<file path="src/rtl/risc_lsu.sv">
// Load/store unit: one data-memory access per start pulse, byte/half/word lanes, ack timeout.
// Optional misaligned-access trap is enabled by defining RISC_LSU_MISALIGN_CHK_EN.
module risc_lsu #(
    parameter int DATA_WIDTH = 32,
    parameter int TIMEOUT    = 16
) (
    input  logic                  clk,
    input  logic                  nrst,
    input  logic                  start,
    input  logic                  mem_write,
    input  logic [2:0]            funct3,
    input  logic [DATA_WIDTH-1:0] addr,
    input  logic [DATA_WIDTH-1:0] wr_data,
    output logic                  busy,
    output logic                  done,
    output logic                  err,
    output logic [DATA_WIDTH-1:0] rd_data,
    output logic                  dmem_req,
    output logic                  dmem_we,
    output logic [3:0]            dmem_be,
    output logic [DATA_WIDTH-1:0] dmem_addr,
    output logic [DATA_WIDTH-1:0] dmem_wdata,
    input  logic [DATA_WIDTH-1:0] dmem_rdata,
    input  logic                  dmem_ack
);

    typedef enum logic [1:0] {S_IDLE, S_REQ, S_DONE} state_t;

    localparam logic [7:0] CNT_LAST = 8'(TIMEOUT - 1);

    state_t      state;
    logic [7:0]  cnt;
    logic [2:0]  lat_f3;
    logic [1:0]  lat_lane;
    logic        err_q;
    logic [31:0] rd_data_q;
    logic        we_q;
    logic [3:0]  be_q;
    logic [31:0] addr_q;
    logic [31:0] wdata_q;

    // Request decode from the core inputs, used only when a start is accepted.
    logic        f3_ok;
    logic        misalign;
    logic [1:0]  lane;
    logic [3:0]  be_n;
    logic [31:0] wdata_n;

    // NOTE: every always_comb output gets a default first so no path can infer a latch.
    always_comb begin
        f3_ok    = 1'b0;
        misalign = 1'b0;
        lane     = addr[1:0];
        be_n     = 4'b0000;
        wdata_n  = wr_data;
        case (funct3)
            3'b000, 3'b100: begin
                be_n    = 4'b0001 << addr[1:0];
                wdata_n = {4{wr_data[7:0]}};
                f3_ok   = !(mem_write && funct3[2]);
            end
            3'b001, 3'b101: begin
                lane    = {addr[1], 1'b0};
                be_n    = addr[1] ? 4'b1100 : 4'b0011;
                wdata_n = {2{wr_data[15:0]}};
                f3_ok   = !(mem_write && funct3[2]);
`ifdef RISC_LSU_MISALIGN_CHK_EN
                misalign = addr[0];
`endif
            end
            3'b010: begin
                lane    = 2'b00;
                be_n    = 4'b1111;
                wdata_n = wr_data;
                f3_ok   = 1'b1;
`ifdef RISC_LSU_MISALIGN_CHK_EN
                misalign = (addr[1:0] != 2'b00);
`endif
            end
            default: f3_ok = 1'b0;
        endcase
    end

    // Lane extraction and sign/zero extension of the returning load data.
    logic [7:0]  byte_sel;
    logic [15:0] half_sel;
    logic [31:0] load_val;

    always_comb begin
        byte_sel = dmem_rdata[8*lat_lane +: 8];
        half_sel = lat_lane[1] ? dmem_rdata[31:16] : dmem_rdata[15:0];
        case (lat_f3)
            3'b000:  load_val = {{24{byte_sel[7]}}, byte_sel};
            3'b100:  load_val = {24'h0, byte_sel};
            3'b001:  load_val = {{16{half_sel[15]}}, half_sel};
            3'b101:  load_val = {16'h0, half_sel};
            default: load_val = dmem_rdata;
        endcase
    end

    // NOTE: state registers use non-blocking assignments so every flop samples pre-edge values.
    always_ff @(posedge clk) begin
        if (!nrst) begin
            state     <= S_IDLE;
            cnt       <= 8'd0;
            lat_f3    <= 3'b000;
            lat_lane  <= 2'b00;
            err_q     <= 1'b0;
            rd_data_q <= 32'h0;
            we_q      <= 1'b0;
            be_q      <= 4'b0000;
            addr_q    <= 32'h0;
            wdata_q   <= 32'h0;
        end else begin
            case (state)
                S_IDLE: begin
                    if (start) begin
                        lat_f3   <= funct3;
                        lat_lane <= lane;
                        we_q     <= mem_write;
                        be_q     <= be_n;
                        addr_q   <= {addr[31:2], 2'b00};
                        wdata_q  <= wdata_n;
                        cnt      <= 8'd0;
                        if (!f3_ok || misalign) begin
                            state <= S_DONE;
                            err_q <= 1'b1;
                        end else begin
                            state <= S_REQ;
                        end
                    end
                end
                S_REQ: begin
                    // An ack arriving on the last allowed cycle still wins over the timeout.
                    if (dmem_ack) begin
                        state <= S_DONE;
                        if (!we_q) rd_data_q <= load_val;
                    end else if (cnt == CNT_LAST) begin
                        state     <= S_DONE;
                        err_q     <= 1'b1;
                        rd_data_q <= 32'h0;
                    end else begin
                        cnt <= cnt + 8'd1;
                    end
                end
                S_DONE: begin
                    state <= S_IDLE;
                    err_q <= 1'b0;
                end
                default: state <= S_IDLE;
            endcase
        end
    end

    assign busy       = (state != S_IDLE);
    assign done       = (state == S_DONE);
    assign err        = err_q;
    assign rd_data    = rd_data_q;
    assign dmem_req   = (state == S_REQ);
    assign dmem_we    = we_q;
    assign dmem_be    = be_q;
    assign dmem_addr  = addr_q;
    assign dmem_wdata = wdata_q;

endmodule

</file>
<file path="config.mk">
export PLATFORM = sky130hd
export DESIGN_NAME = risc_lsu
export DESIGN_NICKNAME = d
export VERILOG_FILES = /design/src/rtl/risc_lsu.sv
export SDC_FILE = /design/constraint.sdc
export NUM_CORES = 1
export LEC_CHECK = 0
export ABC_AREA = 0
export BUFFER_PORTS_ARGS = -buffer_cell sky130_fd_sc_hd__buf_2
export CORE_MARGIN = 2
export CORE_UTILIZATION = 49
export DETAILED_ROUTE_END_ITERATION = 10
export HOLD_SLACK_MARGIN = 0.03
export PLACE_DENSITY = 0.81
export SYNTH_ARGS = -nofsm -noshare
export SYNTH_HDL_FRONTEND = slang
export SYNTH_SLANG_ARGS = --single-unit
</file>
<file path="constraint.sdc">
create_clock -name clk -period 1.9 [get_ports clk]
set_input_delay 0.38 -clock clk [delete_from_list [all_inputs] [get_ports clk]]
set_output_delay 0.38 -clock clk [all_outputs]
set_load 0.02 [all_outputs]
</file>
==> results_dict.tcl, run 1 <==
set metrics [dict create \
    path_clk_slew_ps 50 \
    synth.most_common_cell "nand2_1" \
    root_buffer "clkbuf_8" \
    vias 5227 \
    viasPerCell 5.53 \
    syn_area_per_cell_um2 8.70 \
    critPathMaxFanout 7 \
    required_ps 1520 \
    drtPass1Iterations 4 \
    synthArstFlopShare 0 \
    p_total_mw 6.63 \
    syn-cell-area_um2 5250 \
    remaining_drc_errors 0 \
    hold_viol 0 \
    io_pins 209 \
    cts_max_path_buffers 2 \
    min_period_over_period 0.970 \
    slew_violations 0 \
    cp_data_arrival_time_ps 1460 \
    irDropWorstVdd_mv 0.699 \
    htreeDepth 4 \
    die-area_um2 11600 \
    die_h_um 108 \
    p_leak_nw 3.27 \
    post-cts-setup-buffers 0 \
    clock_sinks 115 \
    port_buffers 206 \
    final_nets 904 \
    ys_top_cells_by_count "nand2_1, dfxtp_1, a21boi_0, mux2i_1, o21ai_0" \
    cts_buffers 17 \
    setup_viol 0 \
    synth.area.top_cells "dfxtp_1, nand2_1, a21boi_0" \
    ant_nets 0 \
    fin_util 0.670 \
    worst_slack_ps 56.7 \
    synth_seq_cells 115 \
    place_ws_ps 108 \
    grt-ovfl-total 0 \
    syn_inst 604 \
    path_class "reg2out" \
    cp-start-kind "flop" \
    synthToLayoutAreaGrowth_pct 32.2 \
    grt_first_pass_wirelength_um 23800 \
    grt_max_degree 89 \
    r2r_slack_ps 170 \
    rsz0062_at_grt "false" \
    wirelength_um 14700 \
    yosysTopAreaCell "dfxtp_1" \
    multiInputGateArea_um2 2700 \
    yosys.area.top_type_share 0.438 \
    cap_viol_max_count 0 \
    fin_setup_tns_ps 0 \
    hold_class "in2reg" \
    period_needed_ps 1840 \
    clock.fmax_ghz 0.543 \
    initial_core_util 0.507 \
    seqCellArea_um2 2300 \
    fin_skew_ps 13.1 \
    cts_tree "done" \
    tightest_slew_ps 600 \
    core_um2 10400 \
    synthDistinctLibCells 46 \
    first_iter_violations 286 \
    synth_edf_count 0 \
    grt_usage 0.258 \
    status "finished, final reports clean" \
    drive_above_1_share 0.330 \
    first_global_vias 5024 \
    num_rows 37 \
    endpoint_kind "output port" \
    yosysSeqAreaShare 0.438 \
    ys.flop_type "dfxtp_1" \
    gp_congestion 0.851 \
    fp.dieW_um 108 \
    place_hpwl_um 10700 \
    clk-insertion-delay-late_ps 500 \
    relSlewSlack 0.600 \
    wl_per_cell_um 15.6 \
    antenna_found_initial 1 \
    power_density_nw_per_um2 955 \
    yosysWarningCount 0 \
    num-fill-cells 831 \
]
power by group:
part	internal (mW)	switching (mW)
clock network	1.87	1.05
registers	2.56	0.0914
logic	0.419	0.648
total	4.84	1.79
critical path, stage by stage (launching register included):
cell	delay, ps
dfxtp_2	350
buf_4	170
or2_2	290
buf_2	160
routing by layer:
layer	part of all wire	vias to the layer above	global-route usage
met5	0	-	0
met4	0.018	0	0.0888
met3	0.084	23	0.0860
met2	0.49	217	0.436
li1	-	2532	-
met1	0.41	2455	0.306
placed cells by master, fill, tap and decap left out, types with 2 or more instances in the layout:
cell,count
a21boi_0,52
clkinv_2,4
clkinv_4,2
or4_1,6
o22ai_1,16
conb_1,2
o311a_1,2
nor2b_1,4
nand2_1,141
clkbuf_8,2
or2_2,2
dfxtp_2,2
o21ai_0,34
buf_2,206
nand2b_1,7
nand3_1,11
and2_1,2
o31ai_1,6
o211a_1,16
a21oi_1,14
clkbuf_16,16
clkinvlp_4,2
nor2_1,21
nor3_1,4
or3_1,3
o2bb2ai_1,16
mux2i_1,34
buf_12,2
dfxtp_1,113
a221o_1,7
a21o_1,2
a2bb2oi_1,8
inv_1,3
a22o_1,8
nor3b_1,2
buf_4,19
bufinv_16,2
and3_1,2
per-stage QoR:
step / hold WS [ps] / instances / area (um^2)
6_report: 125 / 946 / 6940
5_1_grt: 116 / 945 / 6940
4_1_cts: 109 / 945 / 6940
3_5_place_dp: 441 / 916 / 6390
3_3_place_gp: 438 / 916 / 6390
2_1_floorplan: 460 / 605 / 5260
worst paths after layout:
kind / startpoint / to / cells after the start
worst min-delay path: addr[2] / dmem_addr[2] / 3
worst max-delay path: state[1] / busy / 3
worst max register to register: cnt[0] / cnt[3] / 5
worst min register to register: dmem_wdata[26] / dmem_wdata[26] / 2
sequential cells by signal, summed over array words and instances, names as in the netlist:
signal      count
state           2
lat_f3          3
dmem_addr      30
cnt             8
rd_data        32
dmem_we         1
lat_lane        2
dmem_be         4
err             1
dmem_wdata     32
cell type report:
class                           instances  area share
Sequential cell                       115       0.332
Timing Repair Buffer                  227       0.175
Clock buffer                           19      0.0622
Inverter                                3     0.00162
Antenna cell                            1    0.000360
Multi-Input combinational cell        435       0.388
Tap cell                              136      0.0245
Clock inverter                         10      0.0162
kinds of logic (layout without fill, tap and decap cells):
group,Yosys count,after routing,share of synthesized area
adders and majority gates,1,1,0.00238
muxes,34,34,0.0648
DFF,115,115,0.438
buffers and inverters,55,259,0.0505
and+or+nand+nor,211,211,0.179
AOI/OAI and AO/OA,187,187,0.264
other,1,3,0.000714
repair_timing:
| action | 4_1_cts | 5_1_grt |
|---|---|---|
| setup endpoints to repair | 0 | 6 |
| gates resized for setup | 0 | 2 |
| hold endpoints to repair | 0 | 0 |
| hold buffers | 0 | 0 |
No activity file was read; power rests on OpenSTA's default activity.
==> run 2, diff against run 1 <==
- CORE_UTILIZATION: 49 -> 30
- GPL_TIMING_DRIVEN: unset -> 1
- PLACE_DENSITY: 0.81 -> unset
==> results_dict.tcl, run 2 (synthesized netlist as in run 1, its figures left out) <==
set metrics [dict create \
    status "finished, final reports clean" \
    synthToLayoutAreaGrowth_pct 35.2 \
    place_hpwl_um 11100 \
    first_global_vias 4709 \
    required_ps 1520 \
    root_buffer "clkbuf_16" \
    endpoint_kind "output port" \
    final_nets 907 \
    drtPass1Iterations 4 \
    fin_setup_tns_ps 0 \
    drive_above_1_share 0.336 \
    port_buffers 206 \
    p_leak_nw 3.29 \
    fp.dieW_um 136 \
    vias 5023 \
    slew_violations 0 \
    wirelength_um 15500 \
    setup_viol 0 \
    design_area_um2 7110 \
    min_path_cells 3 \
    clk-insertion-delay-late_ps 410 \
    power_density_nw_per_um2 949 \
    slowest_delay_ps 370 \
    crit_chain "buf_4, or2_2, buf_2" \
    num_rows 48 \
    dpl_cell_area_um2 6540 \
    io_pins 209 \
    ant_nets 0 \
    gp_congestion 0.818 \
    final_cell_mix "buf_2, nand2_1, dfxtp_1" \
    path_clk_slew_ps 60 \
    cp-start-kind "flop" \
    cp_data_arrival_time_ps 1380 \
    cts_buffers 17 \
    rsz0062_at_grt "false" \
    core_um2 17200 \
    wl_per_cell_um 14.9 \
    first_iter_violations 215 \
    initial_core_util 0.305 \
    clock.fmax_ghz 0.567 \
    hold_class "in2reg" \
    cts_max_path_buffers 2 \
    path_class "reg2out" \
    cp_slowest_cell "dfxtp_2" \
    irDropWorstVdd_mv 0.662 \
    die-area_um2 18600 \
    hold_viol 0 \
    n_antenna_cell 0 \
    clock_sinks 115 \
    antenna_found_initial 1 \
    grt_first_pass_wirelength_um 24700 \
    min_period_over_period 0.928 \
    cts_tree "done" \
    grt_max_degree 89 \
    die_h_um 136 \
    fin_skew_ps 7.76 \
    grt_usage 0.170 \
    htreeDepth 4 \
    critPathMaxFanout 8 \
    viasPerCell 4.83 \
    grt-ovfl-total 0 \
    mostFrequentLayoutCell "buf_2" \
    reg2reg_depth 5 \
    remaining_drc_errors 0 \
    period_needed_ps 1760 \
    p_total_mw 6.74 \
    cap_viol_max_count 0 \
]
-- run 2: cell count changes in the layout (fill, tap and decap cells not counted) --
cell | previous run | this run
buf_12 | 2 | 3
clkbuf_16 | 16 | 17
inv_6 | 0 | 1
clkinvlp_4 | 2 | 5
clkinv_2 | 4 | 5
clkinv_4 | 2 | 1
clkbuf_1 | 1 | 0
diode_2 | 1 | 0
bufinv_16 | 2 | 1
buf_4 | 19 | 21
-- run 2: worst max-delay path: cells and delay by family, from the launching register on --
kind | cells | cell delay (ps)
buf+inv | 2 | 320
flops | 1 | 370
simple gates | 1 | 290
-- run 2: layout make-up --
type / instances / area (um^2)
fillers: 1795 / 10100
multi-input cells: 435 / 2700
flip-flops and latches: 115 / 2300
repair buffers: 230 / 1250
clock buffers: 19 / 453
well taps: 225 / 282
clock inverters: 13 / 110
inverters: 3 / 11.3
-- run 2: through the flow --
step	hold slack (ps)	util	std cells	worst slack, ps
global placement	444	0.379	1008	135
CTS	193	0.412	1040	60.3
global route	205	0.412	1040	55.2
finish	214	0.412	1040	138
floorplan	460	-	605	229
detailed placement	447	0.379	1008	116
-- run 2: report_power, final --
part | internal [mW] | switching [mW] | leakage (nW)
clock | 1.86 | 1.16 | 0.267
sequential | 2.56 | 0.0816 | 0.942
combinational | 0.427 | 0.656 | 2.08
-- run 2: worst paths after layout --
kind	startpoint	to	slack (ps)
worst min register to register	rd_data[3]	rd_data[3]	460
worst max-delay path	state[1]	busy	140
worst max register to register	cnt[0]	cnt[3]	170
worst min-delay path	addr[29]	dmem_addr[29]	210
-- run 2: routing by layer --
metal	wire length (um)	track usage
met1	6980	0.214
met2	6940	0.261
met3	1310	0.0701
met4	272	0.0596
met5	13	0
-- run 2: timing repair --
| item | in CTS | in global routing |
|---|---|---|
| setup endpoints to repair | 0 | 6 |
| setup buffers | 0 | 0 |
| gates resized for setup | 0 | 2 |
| hold buffers | 0 | 0 |
